`src/rtl/sd_host_reg_pkg.sv`:
```
// sd_host_reg_pkg: register offsets, bit positions and byte-lane helper
// shared by the SD host register bank, cpu_com and the engines.
package sd_host_reg_pkg;
  localparam logic [7:0] OFF_SYS_ADDR = 8'h00;
  localparam logic [7:0] OFF_BLK      = 8'h04;
  localparam logic [7:0] OFF_ARG      = 8'h08;
  localparam logic [7:0] OFF_XFER_CMD = 8'h0C;
  localparam logic [7:0] OFF_RSP0     = 8'h10;
  localparam logic [7:0] OFF_RSP1     = 8'h14;
  localparam logic [7:0] OFF_RSP2     = 8'h18;
  localparam logic [7:0] OFF_RSP3     = 8'h1C;
  localparam logic [7:0] OFF_PRESENT  = 8'h24;
  localparam logic [7:0] OFF_HOST_CTL = 8'h28;
  localparam logic [7:0] OFF_CLK_CTL  = 8'h2C;
  localparam logic [7:0] OFF_INT_STAT = 8'h30;
  localparam logic [7:0] OFF_INT_STEN = 8'h34;
  localparam logic [7:0] OFF_INT_SGEN = 8'h38;
  localparam int SOFT_RST_LSB   = 24;
  localparam int CMD_START_BYTE = 3;
  localparam int INT_ERR_SUM    = 15;
  localparam int INT_ERR_LSB    = 16;
  localparam logic [31:0] BLK_MASK      = 32'hFFFF_0FFF;
  localparam logic [31:0] XFER_CMD_MASK = 32'h3FFF_FFFF;
  localparam logic [31:0] CLK_CTL_MASK  = 32'h0000_FFFF;
  localparam logic [31:0] STAT_MASK     = 32'hFFFF_7FFF;
  typedef enum logic [1:0] {SR_ALL = 2'd0, SR_CMD = 2'd1, SR_DAT = 2'd2} soft_rst_e;
  function automatic logic [31:0] be_mask(input logic [3:0] be);
    return {{8{be[3]}}, {8{be[2]}}, {8{be[1]}}, {8{be[0]}}};
  endfunction
endpackage

```
`src/rtl/sd_host_int_ctrl.sv`:
```
// sd_host_int_ctrl: interrupt status (RW1C, set wins), status/signal enables
// and registered irq; bit 15 of status is the OR of the error half.
module sd_host_int_ctrl
  import sd_host_reg_pkg::*;
(
  input  logic        clk,
  input  logic        rst_n,
  input  logic        clr,
  input  logic        wr_stat,
  input  logic        wr_sten,
  input  logic        wr_sgen,
  input  logic [31:0] wmask,
  input  logic [31:0] wr_data,
  input  logic [14:0] evt_normal,
  input  logic [15:0] evt_error,
  output logic [31:0] status,
  output logic [31:0] sten,
  output logic [31:0] sgen,
  output logic        irq
);
  logic [31:0] stat_q, stat_d, sten_q, sten_d, sgen_q, sgen_d, evt, w1c;
  logic irq_q, irq_d;
  assign evt = {evt_error, 1'b0, evt_normal};
  assign w1c = wr_stat ? (wr_data & wmask) : 32'h0;
  assign status = {stat_q[31:INT_ERR_LSB], |stat_q[31:INT_ERR_LSB], stat_q[INT_ERR_SUM-1:0]};
  assign sten = sten_q;
  assign sgen = sgen_q;
  assign irq = irq_q;
  always_comb begin
    stat_d = clr ? 32'h0 : ((stat_q & ~w1c) | (evt & sten_q)) & STAT_MASK;
    sten_d = clr ? 32'h0 : wr_sten ? ((sten_q & ~wmask) | (wr_data & wmask)) : sten_q;
    sgen_d = clr ? 32'h0 : wr_sgen ? ((sgen_q & ~wmask) | (wr_data & wmask)) : sgen_q;
    irq_d  = |(status & sgen_q);
  end
  always_ff @(posedge clk or negedge rst_n)
    if (!rst_n) begin
      stat_q <= '0;
      sten_q <= '0;
      sgen_q <= '0;
      irq_q  <= 1'b0;
    end else begin
      stat_q <= stat_d;
      sten_q <= sten_d;
      sgen_q <= sgen_d;
      irq_q  <= irq_d;
    end
endmodule

```
`src/rtl/sd_host_reg_bank.sv`:
```
// sd_host_reg_bank: SD host standard register subset behind cpu_com;
// single-access req/ack, command-start pulse and self-clearing soft resets.
module sd_host_reg_bank
  import sd_host_reg_pkg::*;
#(
  parameter int ADDR_W = 8,
  parameter int DATA_W = 32
) (
  input  logic              clk,
  input  logic              rst_n,
  input  logic              req,
  input  logic              wr_en,
  input  logic [ADDR_W-1:0] addr,
  input  logic [3:0]        byte_en,
  input  logic [DATA_W-1:0] wr_data,
  output logic [DATA_W-1:0] rd_data,
  output logic              ack,
  input  logic              rsp_valid,
  input  logic [127:0]      rsp_data,
  input  logic [31:0]       present_state,
  input  logic [14:0]       evt_normal,
  input  logic [15:0]       evt_error,
  input  logic [2:0]        rst_done,
  output logic [31:0]       sys_addr,
  output logic [31:0]       blk_size_cnt,
  output logic [31:0]       argument,
  output logic [31:0]       xfer_cmd,
  output logic [31:0]       host_ctl,
  output logic [31:0]       clk_ctl,
  output logic              cmd_start,
  output logic [2:0]        soft_rst,
  output logic              irq
);
  logic ack_q, ack_d, cmd_start_q, cmd_start_d, acc, wr, clr, unused_addr;
  logic [DATA_W-1:0] rd_data_q, rd_data_d;
  logic [31:0] sys_addr_q, sys_addr_d, blk_q, blk_d, arg_q, arg_d, xfer_cmd_q, xfer_cmd_d;
  logic [31:0] host_ctl_q, host_ctl_d, clk_ctl_q, clk_ctl_d, m, rd_mux, int_stat, int_sten, int_sgen;
  logic [127:0] rsp_q, rsp_d;
  logic [2:0] soft_rst_q, soft_rst_d;
  logic [7:0] off;
  assign acc = req & ~ack_q;
  assign wr = acc & wr_en;
  assign clr = soft_rst_q[SR_ALL];
  assign off = {addr[7:2], 2'b00};
  assign unused_addr = ^addr[1:0];
  assign m = be_mask(byte_en);
  function automatic logic [31:0] upd(input logic [31:0] q, input logic hit, input logic [31:0] keep);
    return clr ? 32'h0 : hit ? (((q & ~m) | (wr_data & m)) & keep) : q;
  endfunction
  sd_host_int_ctrl u_int (
    .clk(clk), .rst_n(rst_n), .clr(clr),
    .wr_stat(wr && off == OFF_INT_STAT),
    .wr_sten(wr && off == OFF_INT_STEN),
    .wr_sgen(wr && off == OFF_INT_SGEN),
    .wmask(m), .wr_data(wr_data), .evt_normal(evt_normal), .evt_error(evt_error),
    .status(int_stat), .sten(int_sten), .sgen(int_sgen), .irq(irq)
  );
  always_comb begin
    rd_mux = 32'h0;
    case (off)
      OFF_SYS_ADDR: rd_mux = sys_addr_q;
      OFF_BLK:      rd_mux = blk_q;
      OFF_ARG:      rd_mux = arg_q;
      OFF_XFER_CMD: rd_mux = xfer_cmd_q;
      OFF_RSP0:     rd_mux = rsp_q[31:0];
      OFF_RSP1:     rd_mux = rsp_q[63:32];
      OFF_RSP2:     rd_mux = rsp_q[95:64];
      OFF_RSP3:     rd_mux = rsp_q[127:96];
      OFF_PRESENT:  rd_mux = present_state;
      OFF_HOST_CTL: rd_mux = host_ctl_q;
      OFF_CLK_CTL:  rd_mux = {5'b0, soft_rst_q, 8'b0, clk_ctl_q[15:0]};
      OFF_INT_STAT: rd_mux = int_stat;
      OFF_INT_STEN: rd_mux = int_sten;
      OFF_INT_SGEN: rd_mux = int_sgen;
      default:      rd_mux = 32'h0;
    endcase
  end
  always_comb begin
    sys_addr_d  = upd(sys_addr_q, wr && off == OFF_SYS_ADDR, '1);
    blk_d       = upd(blk_q, wr && off == OFF_BLK, BLK_MASK);
    arg_d       = upd(arg_q, wr && off == OFF_ARG, '1);
    xfer_cmd_d  = upd(xfer_cmd_q, wr && off == OFF_XFER_CMD, XFER_CMD_MASK);
    host_ctl_d  = upd(host_ctl_q, wr && off == OFF_HOST_CTL, '1);
    clk_ctl_d   = upd(clk_ctl_q, wr && off == OFF_CLK_CTL, CLK_CTL_MASK);
    rsp_d       = rsp_valid ? rsp_data : rsp_q;
    // a fresh set wins over a same-cycle completion report
    soft_rst_d  = (soft_rst_q & ~rst_done) |
                  ((wr && off == OFF_CLK_CTL && byte_en[3]) ? wr_data[SOFT_RST_LSB+:3] : 3'b0);
    cmd_start_d = wr && off == OFF_XFER_CMD && byte_en[CMD_START_BYTE];
    ack_d       = acc;
    rd_data_d   = (acc && !wr_en) ? rd_mux : '0;
  end
  always_ff @(posedge clk or negedge rst_n)
    if (!rst_n) begin
      sys_addr_q  <= '0;
      blk_q       <= '0;
      arg_q       <= '0;
      xfer_cmd_q  <= '0;
      host_ctl_q  <= '0;
      clk_ctl_q   <= '0;
      rsp_q       <= '0;
      soft_rst_q  <= '0;
      cmd_start_q <= 1'b0;
      ack_q       <= 1'b0;
      rd_data_q   <= '0;
    end else begin
      sys_addr_q  <= sys_addr_d;
      blk_q       <= blk_d;
      arg_q       <= arg_d;
      xfer_cmd_q  <= xfer_cmd_d;
      host_ctl_q  <= host_ctl_d;
      clk_ctl_q   <= clk_ctl_d;
      rsp_q       <= rsp_d;
      soft_rst_q  <= soft_rst_d;
      cmd_start_q <= cmd_start_d;
      ack_q       <= ack_d;
      rd_data_q   <= rd_data_d;
    end
  assign rd_data      = rd_data_q;
  assign ack          = ack_q;
  assign sys_addr     = sys_addr_q;
  assign blk_size_cnt = blk_q;
  assign argument     = arg_q;
  assign xfer_cmd     = xfer_cmd_q;
  assign host_ctl     = host_ctl_q;
  assign clk_ctl      = clk_ctl_q;
  assign cmd_start    = cmd_start_q;
  assign soft_rst     = soft_rst_q;
endmodule

```
`config.mk`:
```
export PLATFORM = sky130hd
export DESIGN_NAME = sd_host_reg_bank
export DESIGN_NICKNAME = d
export VERILOG_FILES = /design/src/rtl/sd_host_reg_pkg.sv /design/src/rtl/sd_host_int_ctrl.sv /design/src/rtl/sd_host_reg_bank.sv
export SDC_FILE = /design/constraint.sdc
export NUM_CORES = 1
export LEC_CHECK = 0
export CORE_ASPECT_RATIO = 1.1
export CORE_MARGIN = 2
export CORE_UTILIZATION = 54
export DETAILED_ROUTE_END_ITERATION = 6
export HOLD_SLACK_MARGIN = 0.1
export PLACE_DENSITY = 0.94
export SLEW_MARGIN = 40
export SYNTH_ARGS = -nofsm -noshare
export SYNTH_HDL_FRONTEND = slang
export SYNTH_SLANG_ARGS = --single-unit
```
`constraint.sdc`:
```
create_clock -name clk -period 6 [get_ports clk]
set_clock_uncertainty 0.2 [all_clocks]
set_input_delay 0.6 -clock clk [delete_from_list [all_inputs] [get_ports clk]]
set_output_delay 0.6 -clock clk [all_outputs]
set_load 0.03 [all_outputs]
```
==> results.txt, run 1 <==
* Run status: finished with violations
- The checks that failed: design-rule violations.
* Total Routing Usage GR: approximately two fifths
- After the last flow step, the layout net total stands at 2562.
- met2 is the most crowded layer.
- Max-slew headroom: 41.5%
* Layout overhead on the synthesized area: 31.2%
* Worst reg2reg startpoint: ack$_DFF_PN0_
- Cells with a size suffix above 1 make up a little under an eighth of the layout.
* Floorplan Core Area: around 36000 µm²
* Fin util: between 70% and 80%
- Total Routed Length: ~80000 µm
- Capturing element type of the critical path: register
* Unrepaired setup endpoints after global routing: no
- Total global routing overflow: 0
* Number of instances in the synthesized netlist: 1954
* Number of storage elements in the synthesis netlist: roughly 430
* Clk buf depth: 3
- Final instance area: between 20000 and 30000 µm²
- Antenna violations before repair: 19
- In the post-synthesis netlist, the biggest area contributors are dfrtp_1 (54%), mux2_2 (7.5%), a21oi_1 (5.9%).
- Setup slack on the worst reg-to-reg path comes out at slightly above 3 ns.
* Iteration-0 DRC Markers: approximately 2800
- Clock latency at the later pin of the worst-skew pair: 0.57 ns
- CTS clk-pin slew, worst paths: about 0.060 ns
- Detail-routed net length per standard cell: approximately 28 µm
* Final HPWL DP: roughly 56000 µm
- Number of global-route vias before repair: around 18000
- Total power after layout: between 0.006 and 0.007 W
* Remaining antenna violation count after routing: 0
* Total of buffers placed on input and output ports: 448
* Post-synthesis mux area share: 9.02%
- Die H: 206 µm
- Simple-Gate Fraction of Synth Area: between 15 and 20%
- Met1 Usage GRT: 55.5%
- In this run the core area contains 73 standard-cell rows.
- In this run, placement finished with an instance count of about 2800.
- Total die area: between 30000 and 40000 µm²
- Post-Synthesis Cell Area: 20000 µm²
* Clock buffer count from CTS: between 40 and 50
* Maximum operating frequency: ~260 MHz
- Vias post-DR: about 19000
- For this run, the number of Yosys warnings is 0.
* Number of failing hold endpoints at the final stage: 0
- Most common library cell in the layout ignoring fill and taps: clkdlybuf4s50_1
- For this run, the detailed router's first-pass iteration total came to 7.
* Gpl congestion: between 1 and 1.5
- Dividing the final minimum period by the clock period gives 63.5%.
- The first global-routing pass estimated 117000 µm of wire.
- Number of cells on the worst reg-to-reg path: 7
- Post-Synth Adder-Cell Area: 0%
- Worst-Margin Slew: just under 0.9 ns
- Placed cell areas: 24600 µm²
* Maximum fanout encountered on the critical timing path: 19
- Each instance of the synthesized netlist takes up on average 10.2 µm².
- TritonCTS sink count: about 430
* Yosys top cell by area: dfrtp_1
* Count of cell types in the netlist: 54
- The final number of max-transition violations is 0.
* Met3 Track Usage GR: approximately a tenth
* Area fraction in compound gates after synthesis: between 10% and 20%
* Post-synth EDFFs: 0
- For this run, asynchronously set or reset flops after synthesis account for between 90% and 100%.
- Dividing total power by cell area gives a power density of 266 nW/µm².
- The smallest clock period supported by the final layout is computed as 3.81 ns.
* Synthesized-area fraction occupied by xor and xnor cells: 0%
- Crit Path Category: in2reg
- Final setup viols: 0
- After detailed routing, the number of remaining DRC violations is 14.
- Sequential element share of the synthesized area: around 54%
* # IOs: roughly 470
- Required @ worst endpoint: slightly above 6 ns
* CTS-repair resized insts: 0
* Worst R2R End: argument[6]$_DFFE_PN0P_
* Maximum resistive drop on vdd: around 0.00019 V
- Data arrives at the worst endpoint at 4.02 ns.
- The layout has 2564 filler cells.
* Setup TNS: 0 ns
- Leading register cell type out of synthesis: dfrtp_1
- Clock tree from TritonCTS: built
* Number of standard cells in the final layout excluding fillers: approximately 2900
* Post-synth top area share: between 50% and 60%
* Avg Vias per Cell: around 6.7
- Dominant combinational cell family by area after synthesis: compound AO/OA/AOI/OAI gates
- STA classifies the critical path startpoint as an input port.
- LEAKAGE: about 11 nW
- After clock tree synthesis, the flow added hold-fix buffers numbering 1.
* CTS Root Cell: clkbuf_16
* Initial Util: between 50% and 60%
* Max Cap Violations: 0
* H-Tree Depth: 2
* Largest net degree at the start of global routing: 203
- Global routing consumed, on the met2 layer, 59.7% of the routing resources.
* Top library cells by usage in the layout, fill and taps aside: clkdlybuf4s50_1 (442), dfrtp_1 (430), nand2_1 (305)
- Die span in x: between 150 and 200 µm
* Hold Crit Class: in2async
* Post-CTS setup-driven buffer insertion count: 0
[metal layers]
layer	up-vias	wire (µm)	part of all wire (%)
met5	-	26	0.033
met4	4	4790	6.0
met3	312	10600	13
met2	1687	35000	44
met1	9234	29300	37
li1	7824	-	-
[logic make-up after synthesis]
group	Yosys count
multiplexers	162
AO/OA/AOI/OAI	500
flip-flops	431
buffers and inverters	206
other	1
AND/OR/NAND/NOR	654
[metrics by stage]
step	worst slack, ns	hold WS (ns)
final	2.19	0.264
after global routing	2.16	0.285
after CTS	2.28	0.309
after detailed placement	1.72	0.294
after floorplan	3.52	0.104
after global placement	1.78	0.264
[worst max-delay path: stages]
cell and delay, ns:
clkdlybuf4s50_1 0.98, nand2b_1 0.65, nor2_2 0.31, buf_4 0.32, a22o_1 0.22, a221oi_1 0.66, a41oi_1 0.24
[where the power goes]
part	internal [W]	switching (W)
Clock	0.00155	0.00116
Sequential	0.00312	0.000242
Combinational	0.000410	0.000482
[synth_stat cells (2+ instances only)]
master	instances
buf_4	30
a222oi_1	14
and4_1	12
buf_1	12
a32o_1	3
clkbuf_2	12
nor2_1	54
nor3_4	6
a221o_1	2
buf_6	4
a221oi_1	47
nor3_2	2
or4b_1	2
and3_1	13
a22oi_1	97
o2bb2ai_1	2
nor2_2	4
nor2_4	5
nand4_1	4
o21ai_0	8
nand2b_1	2
mux2i_1	28
nand2_1	305
nor3_1	6
mux2_2	133
nand3b_1	2
a32oi_1	4
dfrtp_1	431
inv_1	6
clkbuf_1	101
nor4_1	5
a21oi_1	235
nand3_1	221
a22o_1	57
buf_2	41
a41oi_1	10
a31oi_1	17
[sequential cells by signal, indices dropped and copies added, names as in the netlist]
| signal | cells |
|---|---|
| ack | 1 |
| argument | 32 |
| blk_size_cnt | 28 |
| clk_ctl | 16 |
| cmd_start | 1 |
| host_ctl | 32 |
| rd_data | 32 |
| rsp_q | 128 |
| soft_rst | 3 |
| sys_addr | 32 |
| u_int.irq | 1 |
| u_int.sgen | 32 |
| u_int.stat_q | 31 |
| u_int.sten | 32 |
| xfer_cmd | 30 |
[cell type report]
| type | instances | area [µm²] | share of cell area (%) |
|---|---|---|---|
| Multi-Input combinational cell | 1338 | 8320 | 31.8 |
| Timing Repair Buffer | 497 | 5010 | 19.1 |
| Clock inverter | 9 | 83.8 | 0.320 |
| Sequential cell | 431 | 10800 | 41.2 |
| Antenna cell | 17 | 42.5 | 0.162 |
| Clock buffer | 65 | 1310 | 5.01 |
| Inverter | 6 | 22.5 | 0.0860 |
| Tap cell | 487 | 609 | 2.33 |
[how the worst max path moves through the flow]
stage                       start                       end  slack [ns]
after floorplan           addr[5]  argument[31]$_DFFE_PN0P_        3.52
after global routing      addr[2]     rd_data[24]$_DFF_PN0_        2.16
after detailed placement  addr[2]     rd_data[12]$_DFF_PN0_        1.72
after CTS                 addr[2]     rd_data[12]$_DFF_PN0_        2.28
final                     addr[2]     rd_data[24]$_DFF_PN0_        2.19
after global placement    addr[2]     rd_data[29]$_DFF_PN0_        1.78
Power figures use the tool's default switching activity.
==> inputs of run 2 (changes only) <==
--- a/config.mk
+++ b/config.mk
@@ -7,10 +7,10 @@
 export LEC_CHECK = 0
 export CORE_ASPECT_RATIO = 1.1
 export CORE_MARGIN = 2
-export CORE_UTILIZATION = 54
+export CORE_UTILIZATION = 50
 export DETAILED_ROUTE_END_ITERATION = 6
 export HOLD_SLACK_MARGIN = 0.1
-export PLACE_DENSITY = 0.94
+export PLACE_DENSITY = 0.88
 export SLEW_MARGIN = 40
 export SYNTH_ARGS = -nofsm -noshare
 export SYNTH_HDL_FRONTEND = slang
==> constraint.sdc (replaced) <==
create_clock -name clk -period 3.81 [get_ports clk]
set_clock_uncertainty 0.2 [all_clocks]
set_input_delay 0.381 -clock clk [delete_from_list [all_inputs] [get_ports clk]]
set_output_delay 0.381 -clock clk [all_outputs]
set_load 0.03 [all_outputs]
==> results.txt, run 2 (synthesized netlist as in run 1, its figures left out) <==
- Gpl congestion: 0.983 (was 1.01)
- Run status: finished, final reports clean (was finished with violations)
- The worst hold path class is in2reg (was in2async).
- The chip width was 195 µm (was 187 µm).
- Worst-Margin Slew: 0.724 ns (was 0.875 ns)
- The layout filler cell count was 3019 (was 2564).
- The global-route total usage across every layer is 38.4% (was 40.6%).
* Largest register FFs: 128 (unchanged)
* Die H: 214 µm (was 206 µm)
- Clock buffer count from CTS: 45 (unchanged)
- The sort of element at the start of the critical path was an input port (unchanged).
- The number of vias per cell is 6.45 (was 6.69).
- The data arrival time of the critical path is 3.17 ns (was 4.02 ns).
- Maximum fanout encountered on the critical timing path: 14 (was 19)
- H-Tree Depth: 2 (unchanged)
- The final HPWL from detailed placement was 57500 µm (was 55700 µm).
- Total of buffers placed on input and output ports: 448 (unchanged)
- The number of design rule violations left after detail routing came to 0 (was 14).
- The clock edge transition at the registers on the reported setup and hold paths was 0.07 ns (was 0.06 ns).
* Clk buf depth: 3 (unchanged)
* Multi-input gate area: 8310 µm² (was 8320 µm²)
- TritonCTS sink count: 431 (unchanged)
- The footprint of the flip-flops and latches was 10800 µm² (unchanged).
- The headroom to the max-slew limit was 51.8% (was 41.5%).
- Iteration-0 DRC Markers: 2542 (was 2829)
- Final critical path time including I/O delays and setup: 2.89 ns
- The final setup violation count came to 0 (unchanged).
- The detailed-route via count came to 18700 (was 19100).
- The worst hold path begins at byte_en[2].
- The root cell of the clock tree is clkbuf_16 (unchanged).
- CTS-repair resized insts: 0 (unchanged)
- Detail-routed net length per standard cell: 28.0 µm (about the same)
- Unrepaired setup endpoints after global routing: no (unchanged).
- The sum of negative setup slack was 0 ns (unchanged).
- Most common library cell in the layout ignoring fill and taps: clkdlybuf4s50_1 (unchanged)
* Number of failing hold endpoints at the final stage: 0 (unchanged)
* First-pass GRT wire length: 118000 µm (was 117000 µm)
- The remaining antenna violation count came to 0 (unchanged).
* Total global routing overflow: 0 (unchanged)
* Total Routed Length: 81500 µm (was 79900 µm)
* First drt pass iteration count: 6 (was 7)
- The count of nets after finishing was 2590 (was 2562).
- The number of buffers added to fix hold violations after cts was 2 (was 1).
* # IOs: 473 (unchanged)
* Power per cell area: 428 nW/µm² (was 266 nW/µm²)
- The nature of the critical path endpoint is a register (unchanged).
* Number of global-route vias before repair: 18100 (was 18200)
* Post-CTS setup-driven buffer insertion count: 0 (unchanged)
* Layout overhead on the synthesized area: 33.7% (was 31.2%)
* Top library cells by usage in the layout, fill and taps aside: clkdlybuf4s50_1 (442), dfrtp_1 (430), nand2_1 (305) (unchanged)
* Final worst path period share: approximately 76%
- The startpoint of the most critical setup path was addr[5] (was addr[2]).
- The endpoint required time on the critical path came to 4.10 ns (was 6.20 ns).
- The maximum number of pins on one net before global-route repair was 110 (was 203).
- Initial Util: 50.8% (was 55.1%)
* Antenna violations before repair: 17 (was 19)
* Total power after layout: 0.0114 W (was 0.00697 W)
- Total die area: 41500 µm² (was 38500 µm²)
- Based on the critical path, the design can be clocked at up to around 350 MHz.
- The leakage power total was 10.9 nW (was 10.6 nW).
- Maximum resistive drop on vdd: 0.000295 V (was 0.000188 V)
- Clock latency at the later pin of the worst-skew pair: 0.58 ns (was 0.57 ns)
- Max Cap Violations: 0 (unchanged)
- Share of layout cells above drive strength 1: 13.1% (was 11.9%)
* Crit Path Category: in2reg (unchanged)
- The register with the most flip-flops was rsp_q (unchanged).
* Worst reg2reg startpoint: ack$_DFF_PN0_ (unchanged)
- Clock tree from TritonCTS: built (unchanged)
- The final number of max-transition violations was 0 (unchanged).
- Cell row count: 76 (was 73)
- The core area came to 39300 µm² (was 36300 µm²).
[run 2: cell count changes in the layout (fill, tap and decap cells not counted), sizes merged]
| cell | before | now |
|---|---|---|
| clkinv | 5 | 6 |
| inv | 9 | 7 |
| clkinvlp | 0 | 2 |
| clkbuf | 66 | 70 |
| buf | 53 | 80 |
| diode | 17 | 16 |
| bufinv | 1 | 5 |
| dlygate4sd3 | 1 | 3 |
[run 2: metal layers]
| layer | GRT usage [%] | share of wire, % | up-vias |
|---|---|---|---|
| li1 | - | - | 7873 |
| met1 | 52.3 | 38 | 9247 |
| met2 | 57.0 | 45 | 1376 |
| met3 | 9.88 | 12 | 239 |
| met4 | 19.9 | 5.2 | 4 |
| met5 | 0 | 0.031 | - |
[run 2: where the power goes]
| group | switching, W | internal (W) | total [W] |
|---|---|---|---|
| combinational | 0.000762 | 0.000658 | 0.00142 |
| clock | 0.00190 | 0.00280 | 0.00470 |
| sequential | 0.000375 | 0.00492 | 0.00529 |
| total | 0.00304 | 0.00838 | 0.0114 |
[run 2: layout make-up]
class	count	area share, %
flip-flops and latches	431	40.4
inverters	6	0.0844
clock inverters	14	0.764
clock buffers	70	5.11
multi-input cells	1338	31.1
well taps	507	2.38
diodes	16	0.150
repair buffers	525	20.0
[run 2: final timing paths]
kind | cells past startpoint | slack, ns | end
max in group asynchronous | 5 | 1.70 | rd_data[28]$_DFF_PN0_
setup / recovery | 7 | 0.92 | rd_data[4]$_DFF_PN0_
min in group asynchronous | 3 | 0.61 | rsp_q[22]$_DFFE_PN0P_
hold reg to reg | 1 | 0.29 | ack$_DFF_PN0_
setup reg to reg | 6 | 1.36 | clk_ctl[12]$_DFFE_PN0P_
hold / removal | 3 | 0.15 | u_int.sten[22]$_DFFE_PN0P_
[run 2: critical path, stage by stage]
cell and delay [ns]:
clkdlybuf4s50_1 0.63, or4_4 0.79, nor2_4 0.49, buf_4 0.32, a22oi_1 0.10, and4_1 0.27
a31oi_1 0.19
[run 2: stage by stage]
step	hold slack [ns]	instances	worst slack, ns	cell area (µm²)	util (%)
after floorplan	-0.115	1975	1.55	20000	-
after global placement	0.267	2801	0.480	25000	63.6
after detailed placement	0.278	2803	0.447	25000	63.7
after CTS	0.114	2889	1.02	26600	67.8
after global routing	0.161	2904	0.869	26700	67.9
final	0.150	2907	0.921	26700	67.9
==> RTL edit 1 (settings of run 2) <==
Make the reset (`rst_n`) synchronous in 2 clocked blocks.
--- a/src/rtl/sd_host_int_ctrl.sv
+++ b/src/rtl/sd_host_int_ctrl.sv
@@ -32,7 +32,7 @@
     sgen_d = clr ? 32'h0 : wr_sgen ? ((sgen_q & ~wmask) | (wr_data & wmask)) : sgen_q;
     irq_d  = |(status & sgen_q);
   end
-  always_ff @(posedge clk or negedge rst_n)
+  always_ff @(posedge clk)
     if (!rst_n) begin
       stat_q <= '0;
       sten_q <= '0;
--- a/src/rtl/sd_host_reg_bank.sv
+++ b/src/rtl/sd_host_reg_bank.sv
@@ -90,7 +90,7 @@
     ack_d       = acc;
     rd_data_d   = (acc && !wr_en) ? rd_mux : '0;
   end
-  always_ff @(posedge clk or negedge rst_n)
+  always_ff @(posedge clk)
     if (!rst_n) begin
       sys_addr_q  <= '0;
       blk_q       <= '0;
Behaviour: differs if rst_n is asserted again (counterexample within 4 cycles, from zero or initial values and one cycle with rst_n low); with rst_n held inactive, the same outputs for 4 cycles.
==> RTL edit 1 against run 2 <==
- the run now ends with DRC left
- cell area fell by 4.2%
- wire length is 2.9% lower
- critical path depth is the same
- maximum frequency is 2.4% higher
- via count grew 1.4%
- total power shrank 11%
- synthesized area shrank 4.6%
- worst setup slack gained 0.069 ns
- sequential cell count unchanged
==> RTL edit 1: results (changes against run 2) <==
xor and xnor area share after synthesis 0% (unchanged); Hold WC Path Type input pin to flip-flop; DRC errors left 2 (+2); final wirelength 79.14 mm (-2.9%); post-DP HPWL 57.24 mm (-0.38%); Lkg Pwr 9.109 nW (-16%); fillers 2899 (-4.0%); Worst VDD drop 0.3160 mV (+7.3%); port buffer count 448 (unchanged); yosys warns 0 (unchanged); root buf cell clkbuf_16; H-tree depth 2 (unchanged); Adder-Cell Fraction of Synth Area 0% (unchanged); complex-gate fraction of the synthesized area 18.55% (+1.9 points); max_slew headroom 39.18% (-13 points); mux cell area share after synthesis 15.30% (+6.3 points); post-CTS setup buffers 0 (unchanged); Synth async-reset ratio 0% (-100 points); library cells used by synthesis 56 (+3.7%); Synth area leaders dfxtp_1 45%, mux2i_1 13%, a21oi_1 6.0%, nand2_1 5.6%, o21ai_0 4.7%; Crit Path Max Fanout 13 (-1); Setup WS pre-CTS 0.4804 ns (+0.03337 ns); failing checks DRC; GP Congestion 0.9814 (-0.18%); Worst-Skew Late Latency 0.56 ns (-0.02 ns); Worst-path clk slew 0.06 ns; pin count of the biggest net entering global routing 112 (+1.8%); TritonCTS Buffers 47 (+4.4%); post-cts sizing count 0 (unchanged); first-pass GRT wire length 115.6 mm (-2.3%); status finished, violations left; vias post-DR 18996 (+1.4%); share of cells above drive strength 1 7.874% (-5.2 points); most frequent cells after synthesis 431 x dfxtp_1, 285 x nand2_1, 246 x mux2i_1; placed cell areas 24000 um2 (-4.1%); post-synthesis sequential area ratio 45.32% (-8.7 points); vias in the first global route 18415 (+1.8%); # nets final 2791 (+7.8%); CTS Buffer Depth 3 (unchanged); initial drt markers 2458 (-3.3%); DRT Pass-1 Iters 7 (+1); antenna violations before repair 10 (-7); gr usage total 38.47% (+0.11 points); top_reg_cell synth dfxtp_1
[RTL edit 1: cell types whose count changed in the layout (fill, tap and decap cells not counted), sizes merged, moves of 25 or more]
cell / change
o21ai: +170
dfxtp: +431
a221oi: -25
a22oi: -28
nor2b: +136
nor2: +65
a22o: -49
nand3: -178
mux2i: +218
mux2: -115
dfrtp: -431
[RTL edit 1: cell type report]
type                       count  share of cell area, %
clock buffer                  67                  5.376
antenna                        8                0.07833
multi-input combinational   1529                  37.42
sequential                   431                  33.76
tap                          494                  2.418
inverter                      15                 0.2203
timing repair buffer         524                  20.16
clock inverter                12                 0.5630
[RTL edit 1: metal layers]
metal | global-route usage, % | share of wire (%) | vias up
met3 | 8.885 | 12 | 277
met5 | 0 | 0.014 | -
met1 | 50.06 | 38 | 8996
li1 | - | - | 8368
met4 | 20.05 | 5.9 | 2
met2 | 59.49 | 44 | 1353
[RTL edit 1: worst max-delay path, stage by stage]
cell             delay, ns
clkdlybuf4s50_1       0.67
or4b_4                0.79
nor2_2                0.42
buf_4                 0.27
nand3_1               0.26
nand2_1               0.17
a21oi_1               0.07
[RTL edit 1: metrics by stage]
step / utilization (%) / instances / total power (W) / hold WS, ns
after floorplan: - / 2176 / 0.005200 / 0.2380
after global placement: 64.20 / 2989 / 0.005650 / 0.2590
after detailed placement: 64.31 / 2991 / 0.005672 / 0.2617
after CTS: 68.41 / 3071 / 0.01014 / 0.1694
after global routing: 68.49 / 3079 / 0.01036 / 0.2174
final: 68.49 / 3080 / 0.01014 / 0.1908
[RTL edit 1: cells by family (layout without fill, tap and decap cells)]
kind of cell / count (synthesis) / count (layout)
buffers and inverters: 216 / 618
muxes: 275 / 275
other: 1 / 30
DFF: 431 / 431
AOI/OAI and AO/OA: 597 / 597
and+or+nand+nor: 635 / 635
[RTL edit 1: path summary, 6_finish.rpt]
| kind | endpoint | cells after the start | start | slack (ns) |
|---|---|---|---|---|
| worst min register to register | u_int.stat_q[19] | 2 | flip-flop | 0.27 |
| worst min-delay path | u_int.stat_q[23] | 3 | evt_error[7] | 0.19 |
| worst max register to register | flip-flop | 6 | ack | 1.20 |
| worst max-delay path | flip-flop | 7 | addr[7] | 0.99 |
[RTL edit 1: power by group]
group | leakage [nW] | internal (W) | switching, W
logic | 4.86 | 0.000431 | 0.000524
clock network | 0.749 | 0.00270 | 0.00184
registers | 3.50 | 0.00459 | 0.0000629
total | 9.11 | 0.00772 | 0.00242
[RTL edit 1: what timing repair did]
item / in CTS / in global routing
endpoints found under the hold margin: 23 / 0
setup endpoints to repair: 0 / 0
hold buffers: 1 / 0
==> RTL edit 2 (flow settings as in run 2) <==
Made on the original files. Put a register stage on the output `irq`, cleared by the reset. The value now appears one clock later. The other outputs are not delayed to match. Comments in the files are not updated.
--- a/src/rtl/sd_host_reg_bank.sv
+++ b/src/rtl/sd_host_reg_bank.sv
@@ -31,6 +31,8 @@
   output logic [2:0]        soft_rst,
   output logic              irq
 );
+
+  logic irq_c;
   logic ack_q, ack_d, cmd_start_q, cmd_start_d, acc, wr, clr, unused_addr;
   logic [DATA_W-1:0] rd_data_q, rd_data_d;
   logic [31:0] sys_addr_q, sys_addr_d, blk_q, blk_d, arg_q, arg_d, xfer_cmd_q, xfer_cmd_d;
@@ -53,7 +55,7 @@
     .wr_sten(wr && off == OFF_INT_STEN),
     .wr_sgen(wr && off == OFF_INT_SGEN),
     .wmask(m), .wr_data(wr_data), .evt_normal(evt_normal), .evt_error(evt_error),
-    .status(int_stat), .sten(int_sten), .sgen(int_sgen), .irq(irq)
+    .status(int_stat), .sten(int_sten), .sgen(int_sgen), .irq(irq_c)
   );
   always_comb begin
     rd_mux = 32'h0;
@@ -126,5 +128,13 @@
   assign clk_ctl      = clk_ctl_q;
   assign cmd_start    = cmd_start_q;
   assign soft_rst     = soft_rst_q;
+  always_ff @(posedge clk or negedge rst_n) begin
+    if (!rst_n) begin
+      irq <= '0;
+    end else begin
+      irq <= irq_c;
+    end
+  end
+
 endmodule
 
Behaviour: not the same (a bounded check fails within 10 cycles, from zero or initial values and one cycle with rst_n low).
==> RTL edit 2 against run 2 <==
- the run now ends with DRC left
- synthesized area is 0.68% higher
- sequential cell count is 1 higher
- maximum frequency is 3.4% lower
- register-to-register slack better by 0.11 ns
- wire length is 5.1% higher
- cell area is 0.51% higher
- sequential power hardly changed
- combinational power is 6% higher
- clock power hardly changed
- final cell count is 1.5% higher
- worst setup slack worse by 0.10 ns
- via count is 4.5% higher
- total power is 0.43% higher
- critical path type unchanged
==> RTL edit 2: results (changes against run 2) <==
status finished, violations left; worst setup path start addr[7]; R2R depth 7 (+1); GP Congestion 1.000 (+1.7%); post-DP HPWL 61.91 mm (+7.7%); reg-to-reg endpoint u_int.sten[14]; worst endpoint data arrival time 3.20 ns (+0.03 ns); complex-gate fraction of the synthesized area 16.79% (+0.12 points); Crit Path Max Fanout 10 (-4); Sequential cell area 10810 um2 (+0.23%); antenna violations before repair 11 (-6); vias post-DR 19589 (+4.5%); library cells used by synthesis 58 (+7.4%); post-synthesis sequential area ratio 53.78% (-0.24 points); CP max-delay cell or4_1; number of diodes 10 (-6); Mapped Cells 1997 (+2.2%); vias in the first global route 18644 (+3.0%); clk tree area frac 5.878% (+0.0074 points); Largest delay share family, worst path buffers and inverters; worst reg-to-reg setup slack 1.47 ns (+0.11 ns); comb pwr 0.00150 W (+6%); DRT Pass-1 Iters 7 (+1); fillers 3088 (+2.3%); initial drt markers 3307 (+30%); Flop pwr share 46.1% (-0.3 points); non-clock buffer count in the final layout 533 (+1.5%); first-pass GRT wire length 124.0 mm (+4.8%); placed cells 2855 (+1.9%); nonclk inv count 5 (-1); detailed-route wire length per cell 29.03 um (+3.5%); most frequent cells after synthesis 432 x dfrtp_1, 310 x nand2_1, 259 x a21oi_1; # nets final 2637 (+1.8%); share of cells above drive strength 1 13.35% (+0.26 points); Lkg Pwr 10.83 nW (-0.40%); mux cell area share after synthesis 9.063% (+0.045 points); area taken by multi-input logic gates 8453 um2 (+1.7%); gr usage total 40.07% (+1.7 points); Power Internal 0.008394 W (+0.18%); failing checks DRC; CP max stage delay 0.63 ns (-0.16 ns); Synth area leaders dfrtp_1 54%, mux2_2 7.3%, a21oi_1 6.4%, nand3_1 6.0%, nand2_1 5.8%; DRC errors left 2 (+2); comb_multi_in 1377 (+2.9%); Hold EP u_int.sgen[17]
-- RTL edit 2: layer usage --
layer	track usage, %	vias to the layer above	routed length, um
met1	54.47	9586	31410
li1	-	8031	-
met2	57.56	1694	36940
met5	0	-	13
met4	19.85	2	4741
met3	13.43	276	12540
-- RTL edit 2: cell families after synthesis --
family | count (synthesis)
multiplexers | 162
buffers and inverters | 209
other | 1
flip-flops | 432
AND/OR/NAND/NOR | 672
AO/OA/AOI/OAI | 521
-- RTL edit 2: per-stage QoR --
step / setup WS [ns] / total power (W) / hold slack (ns) / area, um2 / util, %
final: 0.8190 / 0.01147 / 0.1349 / 26820 / 67.25
after global routing: 0.7486 / 0.01176 / 0.1519 / 26820 / 67.24
after CTS: 0.9464 / 0.01141 / 0.1012 / 26730 / 67.02
after detailed placement: 0.3861 / 0.006792 / 0.1517 / 25140 / 63.02
after global placement: 0.4376 / 0.006746 / 0.1400 / 25130 / 63.01
after floorplan: 1.525 / 0.005937 / -0.1146 / 20180 / -
